===== config.mk =====
export PLATFORM = sky130hd
export DESIGN_NAME = qm_sweep_ctrl
export DESIGN_NICKNAME = d
export VERILOG_FILES = /design/src/rtl/qm_sweep_ctrl.sv
export SDC_FILE = /design/constraint.sdc
export NUM_CORES = 1
export LEC_CHECK = 0
export CAP_MARGIN = 5
export CORE_MARGIN = 5
export CORE_UTILIZATION = 51
export DETAILED_ROUTE_END_ITERATION = 16
export PLACE_DENSITY_LB_ADDON = 0.08
export SLEW_MARGIN = 15
export SYNTH_ARGS = -nofsm -noshare
export SYNTH_HDL_FRONTEND = slang
export SYNTH_SLANG_ARGS = --single-unit

===== constraint.sdc =====
create_clock -name clk -period 2.2 [get_ports clk]
set_input_delay 0.22 -clock clk [delete_from_list [all_inputs] [get_ports clk]]
set_output_delay 0.22 -clock clk [all_outputs]
set_load 0.02 [all_outputs]

===== src/rtl/qm_sweep_ctrl.sv =====
// rtl/qm_sweep_ctrl.sv - exhaustive sweep sequencer comparing a candidate SOP function against a golden one
module qm_sweep_ctrl #(
  parameter int N = 11
) (
  input  logic         clk,
  input  logic         rst_n,
  input  logic         start,
  input  logic         hold,
  output logic [N-1:0] vec,
  input  logic         func_a,
  input  logic         func_b,
  output logic         busy,
  output logic         done,
  output logic [N:0]   ones_cnt,
  output logic [N:0]   mism_cnt,
  output logic         any_mism,
  output logic [N-1:0] first_mism
);

  typedef enum logic [1:0] {
    IDLE  = 2'd0,
    SWEEP = 2'd1,
    DRAIN = 2'd2,
    DONE  = 2'd3
  } state_t;

  localparam logic [N-1:0] VEC_LAST = {N{1'b1}};
  localparam logic [N:0]   CNT_ONE  = {{N{1'b0}}, 1'b1};

  state_t state, state_nx;
  logic   clear;
  logic   advance;

  logic [N-1:0] s1_vec;
  logic         s1_a;
  logic         s1_b;
  logic         s1_valid;

  always_ff @(posedge clk) begin
    if (!rst_n) state <= IDLE;
    else        state <= state_nx;
  end

  always_comb begin
    state_nx = state;
    clear    = 1'b0;
    advance  = 1'b0;
    case (state)
      IDLE, DONE: begin
        if (start) begin
          clear    = 1'b1;
          state_nx = SWEEP;
        end
      end
      SWEEP: begin
        // the last vector is issued once; vec parks at all-ones instead of wrapping
        if (!hold) begin
          if (vec == VEC_LAST) state_nx = DRAIN;
          else                 advance  = 1'b1;
        end
      end
      DRAIN:   state_nx = DONE;
      default: state_nx = IDLE;
    endcase
  end

  assign busy = (state == SWEEP) || (state == DRAIN);
  assign done = (state == DONE);

  always_ff @(posedge clk) begin
    if (!rst_n)       vec <= '0;
    else if (clear)   vec <= '0;
    else if (advance) vec <= vec + {{(N-1){1'b0}}, 1'b1};
  end

  // a held cycle captures with valid low so the stalled vector is counted once
  always_ff @(posedge clk) begin
    if (!rst_n) begin
      s1_vec   <= '0;
      s1_a     <= 1'b0;
      s1_b     <= 1'b0;
      s1_valid <= 1'b0;
    end else if (state == SWEEP) begin
      s1_vec   <= vec;
      s1_a     <= func_a;
      s1_b     <= func_b;
      s1_valid <= ~hold;
    end else begin
      s1_valid <= 1'b0;
    end
  end

  always_ff @(posedge clk) begin
    if (!rst_n || clear) begin
      ones_cnt   <= '0;
      mism_cnt   <= '0;
      first_mism <= '0;
    end else if (s1_valid) begin
      ones_cnt <= ones_cnt + {{N{1'b0}}, s1_a};
      if (s1_a != s1_b) begin
        mism_cnt <= mism_cnt + CNT_ONE;
        // vectors arrive in ascending order, so the first mismatch is the lowest
        if (mism_cnt == '0) first_mism <= s1_vec;
      end
    end
  end

  assign any_mism = (mism_cnt != '0);

endmodule


==> results list, run 1 <==
* Number of flip-flops and latches in the synthesized netlist: 62
* Startpoint Class: flip-flop
* Total power: 2.50 mW
* Crit path setup slack, layout: 247 ps
- Counting along the longest clock path gives a buffer depth of 2.
- In this run the core area contains 26 standard-cell rows.
- The initial antenna violation count is 0.
- In this run the remaining antenna-violating nets after routing total 0.
- In this run the worst path has a maximum fanout of 4.
* Drc violations: 0
* Critical path's slowest cell: sky130_fd_sc_hd__clkdlybuf4s50_1
* Fill count: about 460
- Final hold violation count: 0
* Utilization after layout: 0.683
- Power share of the sequential group: 0.472
* Clock Sink Count: between 60 and 70
- After the last flow step, the layout net total stands at between 300 and 400.
- The worst setup path is of the flip-flop to output pin kind.
- CTS buffer count: 9
- Setup violations remaining at the end of the flow were counted as 0.
* Hold_buf cts: 0
- Via count of the routed design: 2386
- Data on the critical path is required at its endpoint by 1980 ps.
* Class of the tightest hold or removal check: flip-flop to flip-flop
- In this run the vertical extent of the chip is 82.6 um.
- Nets in the synthesized netlist: 322
- After clock tree synthesis, the clock-pin slew on the worst setup and hold paths is about 60 ps.
- Final cell count without fillers: 443
- Cell Area, Synth: 2690 um^2
- The repair_antennas step left the layout with diodes totalling 0.
* Vias per cell: 5.39
* Largest net degree at the start of global routing: 25
- Leading register cell type out of synthesis: sky130_fd_sc_hd__dfxtp_1
- Detailed placement finished with a half-perimeter wire length of 4280 um.
* Worst-Skew Late Latency: 330 ps
- In the final layout, the share of cells above drive strength 1 is 0.0724.
- By count the netlist is led by sky130_fd_sc_hd__dfxtp_1 (62), sky130_fd_sc_hd__nor2_1 (38), sky130_fd_sc_hd__a21oi_1 (26).
- Register area share after synthesis: 0.462
* TritonCTS clock tree: built
* Int Pwr: 1.80 mW
- Most Frequent Cell on Critical Path: sky130_fd_sc_hd__inv_1
* Highest attainable clock frequency: 512 MHz
- The worst setup path is captured at an output pin.
* Netlist cell types: 43
- Once the clock tree was built, the setup fixing pass inserted 0 buffers.
- Across every metal layer, demand over resource in global routing totals 0.200.
- For flop-to-flop paths, the worst setup slack is ~460 ps.
- Period minus WS final: ~2000 ps
* Global-route wire length before repair: around 10000 um
- Sw Pwr: about 0.70 mW
- By area the synthesized netlist is led by sky130_fd_sc_hd__dfxtp_1 (46%), sky130_fd_sc_hd__nor2_1 (5.3%), sky130_fd_sc_hd__mux2i_1 (5.2%), sky130_fd_sc_hd__a21oi_1 (4.8%), sky130_fd_sc_hd__nand3_1 (4.1%).
- CTS H-tree lvls: 3
* Area overhead of the layout relative to synthesis: 30.0%
- At the placement stage, the worst setup path has a slack of ~270 ps.
* Slowest cell delay on critical path: 610 ps
* Result of the run: completed
- The congestion estimate from routability-driven global placement came to 0.794.
- In the post-synthesis netlist, the cell with the most instances is sky130_fd_sc_hd__dfxtp_1.
* Maximum resistive drop on vdd: roughly 670 uV
- Synthesis warning total: 0
- Floorplan die area: 6820 um^2
- Starting density of the core: 0.526
- At the pin with the least slew margin, the transition time is roughly 600 ps.
- For this design the static power due to leakage is 1.21 nW.
- After detailed routing, the total wire length is 5990 um.
* Logic gate share of total power: 0.183
- Between clock sinks in the finished design, the worst skew comes to 4.64 ps.
* DR WL/cell: 13.5 um
* Fraction of registers with async set or reset after synthesis: 0
* Final sum of negative setup slack: 0 ps
- Averaged over all synthesized cells, the footprint is 8.69 um^2.
- The max-slew violation count came to 0.
- Area share of the largest cell type after synthesis: 0.462
- Switching power share of the total: 0.279
- Including well taps, the total number of placed cells is between 400 and 500.
* IO Pins: 55
- The signal on the critical path passes through inv_1 -> ha_1 -> inv_1 -> clkdlybuf4s50_1.
- First-pass detailed-route iteration total: 4
- Relative slew slack: 0.594
- Gates resized during post-CTS repair numbered 1.
* Final cycle utilization of the critical path: 0.888
- Setup repair after global routing left no endpoint under its margin.
* Clock network power share: 0.344
- Post-synth EDFFs: 0
* Arrival time worst endpoint: roughly 1700 ps
* Category of cells accounting for the largest share of critical-path delay: buffers and inverters
* X dimension of the die: 82.6 um
* Max-capacitance violation count: 0
- Dividing total power by cell area gives a power density of roughly 720 nW/um^2.
- The biggest area contributor in the post-synthesis netlist is sky130_fd_sc_hd__dfxtp_1.
- The critical path contains buffers and inverters numbering 3 combined.
- Core area: 5110 um^2
* Buffer type at the clock tree root: sky130_fd_sc_hd__clkbuf_8
- The detailed router finished its first iteration with ~100 violations.
- Remaining Overflow, GRT: 0
* Via count of the first global-routing pass: ~2300
* Synth Instances: between 300 and 400
* I/O Buffers: between 50 and 60
-- layer usage --
layer / vias up / track usage / wire length, um
met5: - / 0 / 0
li1: 1212 / - / -
met3: 14 / 0.0477 / 313
met2: 64 / 0.301 / 2650
met4: 0 / 0.101 / 127
met1: 1096 / 0.265 / 2900
-- cells in the final DEF (no fill, tap or decap), types with 7 or more instances in the layout --
cell type / count
sky130_fd_sc_hd__dfxtp_1: 62
sky130_fd_sc_hd__clkdlybuf4s50_1: 53
sky130_fd_sc_hd__nor2_1: 38
sky130_fd_sc_hd__a21oi_1: 26
sky130_fd_sc_hd__nand3_1: 22
sky130_fd_sc_hd__o21ai_0: 21
sky130_fd_sc_hd__nand2_1: 19
sky130_fd_sc_hd__mux2i_1: 14
sky130_fd_sc_hd__clkbuf_8: 11
sky130_fd_sc_hd__inv_1: 10
sky130_fd_sc_hd__xor2_1: 9
sky130_fd_sc_hd__buf_4: 9
sky130_fd_sc_hd__nand4_1: 8
sky130_fd_sc_hd__xnor2_1: 8
sky130_fd_sc_hd__or3_1: 7
sky130_fd_sc_hd__ha_1: 7
-- power groups by stage --
stage               clock, mW  combinational (mW)  sequential (mW)
finish                  0.860               0.458             1.18
global route            0.944               0.505             1.18
CTS                     0.886               0.462             1.18
detailed placement          0               0.460             1.20
global placement            0               0.460             1.20
floorplan                   0               0.309             1.20
-- path summary, 6_finish.rpt --
kind | startpoint | endpoint | depth (start not counted)
min | s1_vec[2] | first_mism[2] | 2
max | state[1] | busy | 4
min reg2reg | s1_vec[2] | first_mism[2] | 2
max reg2reg | vec[1] | vec[6] | 5
-- sequential cells by signal, summed over array words and instances (netlist names) --
register	count
ones_cnt	12
s1_b	1
first_mism	11
s1_a	1
vec	11
s1_vec	11
state	2
mism_cnt	12
s1_valid	1
-- final cells by class --
class,instances,area [um^2],area share
Clock buffer,14,163,0.0466
Clock inverter,1,5.00,0.00143
Inverter,10,37.5,0.0108
Multi-Input combinational cell,223,1350,0.387
Sequential cell,62,1240,0.356
Tap cell,70,87.6,0.0251
Timing Repair Buffer,63,607,0.174
-- through the flow --
step                hold WS [ps]  cell area (um^2)
floorplan                    342              2690
global placement             456              3320
detailed placement           458              3320
CTS                          469              3490
global route                 503              3490
finish                       464              3490
-- worst min-delay path: stages, from the launching register on --
cell and delay, ps:
sky130_fd_sc_hd__dfxtp_1 310, sky130_fd_sc_hd__nand3_1 60, sky130_fd_sc_hd__a21oi_1 50
-- kinds of logic (layout without fill, tap and decap cells) --
family                     after synthesis  count (layout)  synth area share
muxes                                   14              14            0.0522
AOI/OAI and AO/OA                       62              62             0.133
and+or+nand+nor                        123             123             0.230
buffers and inverters                   24              88            0.0349
DFF                                     62              62             0.462
xor gates and xnor gates                17              17            0.0555
adders and majority gates                7               7            0.0326
No activity file was read; power rests on OpenSTA's default activity.
==> run 2: changes to the inputs <==
- CAP_MARGIN: 5 -> default
==> results of run 2 <==
The final DEF is identical to that of run 1; final timing and power are the same.
==> patch: new RTL, settings of run 2 <==
Encoding of `state_t`: now one-hot (4 bits for 4 states).
--- a/src/rtl/qm_sweep_ctrl.sv
+++ b/src/rtl/qm_sweep_ctrl.sv
@@ -19,7 +19,7 @@
 
-  typedef enum logic [1:0] {
-    IDLE  = 2'd0,
-    SWEEP = 2'd1,
-    DRAIN = 2'd2,
-    DONE  = 2'd3
+  typedef enum logic [3:0] {
+    IDLE  = 4'b0001,
+    SWEEP = 4'b0010,
+    DRAIN = 4'b0100,
+    DONE  = 4'b1000
   } state_t;
Check against the original RTL: no difference found for any inputs over 10 cycles, from zero or initial values and one cycle with rst_n low; not proved beyond that.
==> patch against run 2 <==
Sequential cell count increased by 2. Setup slack got worse by 78 ps. Core utilization decreased by 1.1 points. Cell area is 4.1% higher. Via count grew 7.3%. Routed wire length grew 6.6%. Worst hold slack got worse by 7.0 ps. Synthesized cell count is 6.8% higher. Area after synthesis rose by 3.9%. Die area grew 3.4%. Critical path type unchanged. Largest cell class unchanged.
Power is not compared: it rests on default switching activity, and its combinational part moved more than twofold at a synthesized area within 25%.
==> patch: results (changes against run 2) <==
Slew headroom=69.3% (+9.8 points); largest cells by area after synthesis=dfxtp_1 46%, a21oi_1 7.5%, nand2_1 5.4%; layout filler cell count=474 (+3.3%); Post-DP HPWL=4490 µm (+4.8%); sequential share of cell area=35.2% (-0.31 points); Hold WC Path Type=in -> reg; placed cell area=3430 µm² (+3.2%); largest net degree at the start of global routing=36 (+44%); CP peak stage delay=660 ps (+50 ps); share of cells above drive strength 1=7.93% (+0.69 points); syn nets=341 (+5.9%); Worst Path Arrival=1810 ps (+80 ps); commonest cells in the netlist=64 x dfxtp_1, 42 x a21oi_1, 40 x nand2_1; die area=7050 µm² (+3.4%); Synth cell types=37 (-14%); Inverters=7 (-3); number of global-route vias before repair=2,466 (+8.9%); DR WL/cell=13.8 µm (+2.0%); vias per std cell=5.53 (+2.7%); M1 GR Usage=23.4% (-3.2 points); M2 GR Usage=31.6% (+1.5 points); post-synthesis adder-cell area fraction=2.24% (-1.0 points); #MultiIn Comb=239 (+7.2%); outcome=complete, no violations; first-pass GRT wire length=11,100 µm (+7.1%)
==> patch: cell count changes in the layout (fill, tap and decap cells not counted), sizes merged, moves of 7 or more <==
cell | before | now
nor2 | 38 | 23
xor2 | 9 | 16
mux2i | 14 | 3
a21oi | 26 | 42
nand2 | 19 | 41
==> patch: per-stage QoR <==
step / util, % / worst slack (ps) / std cells / total power, µW
global route: 67.2 / 78.5 / 463 / 2330
global placement: 63.5 / 375 / 447 / 1270
floorplan: - / 376 / 330 / 1240
finish: 67.2 / 169 / 463 / 2240
CTS: 67.1 / 23.4 / 463 / 2260
detailed placement: 63.5 / 321 / 447 / 1270
==> patch: routing by layer <==
layer	routed length [µm]	vias up
met4	126	0
met3	302	12
met1	2930	1178
met2	3030	72
li1	-	1299
met5	0	-
==> patch: path summary, 6_finish.rpt <==
kind	from	to	slack (ps)	cells past startpoint
worst min register to register	s1_vec[7]	s1_vec[7]	460	2
worst max register to register	state[1]	vec[9]	290	4
worst max-delay path	state[3]	done	170	2
worst min-delay path	func_a	s1_a	460	3
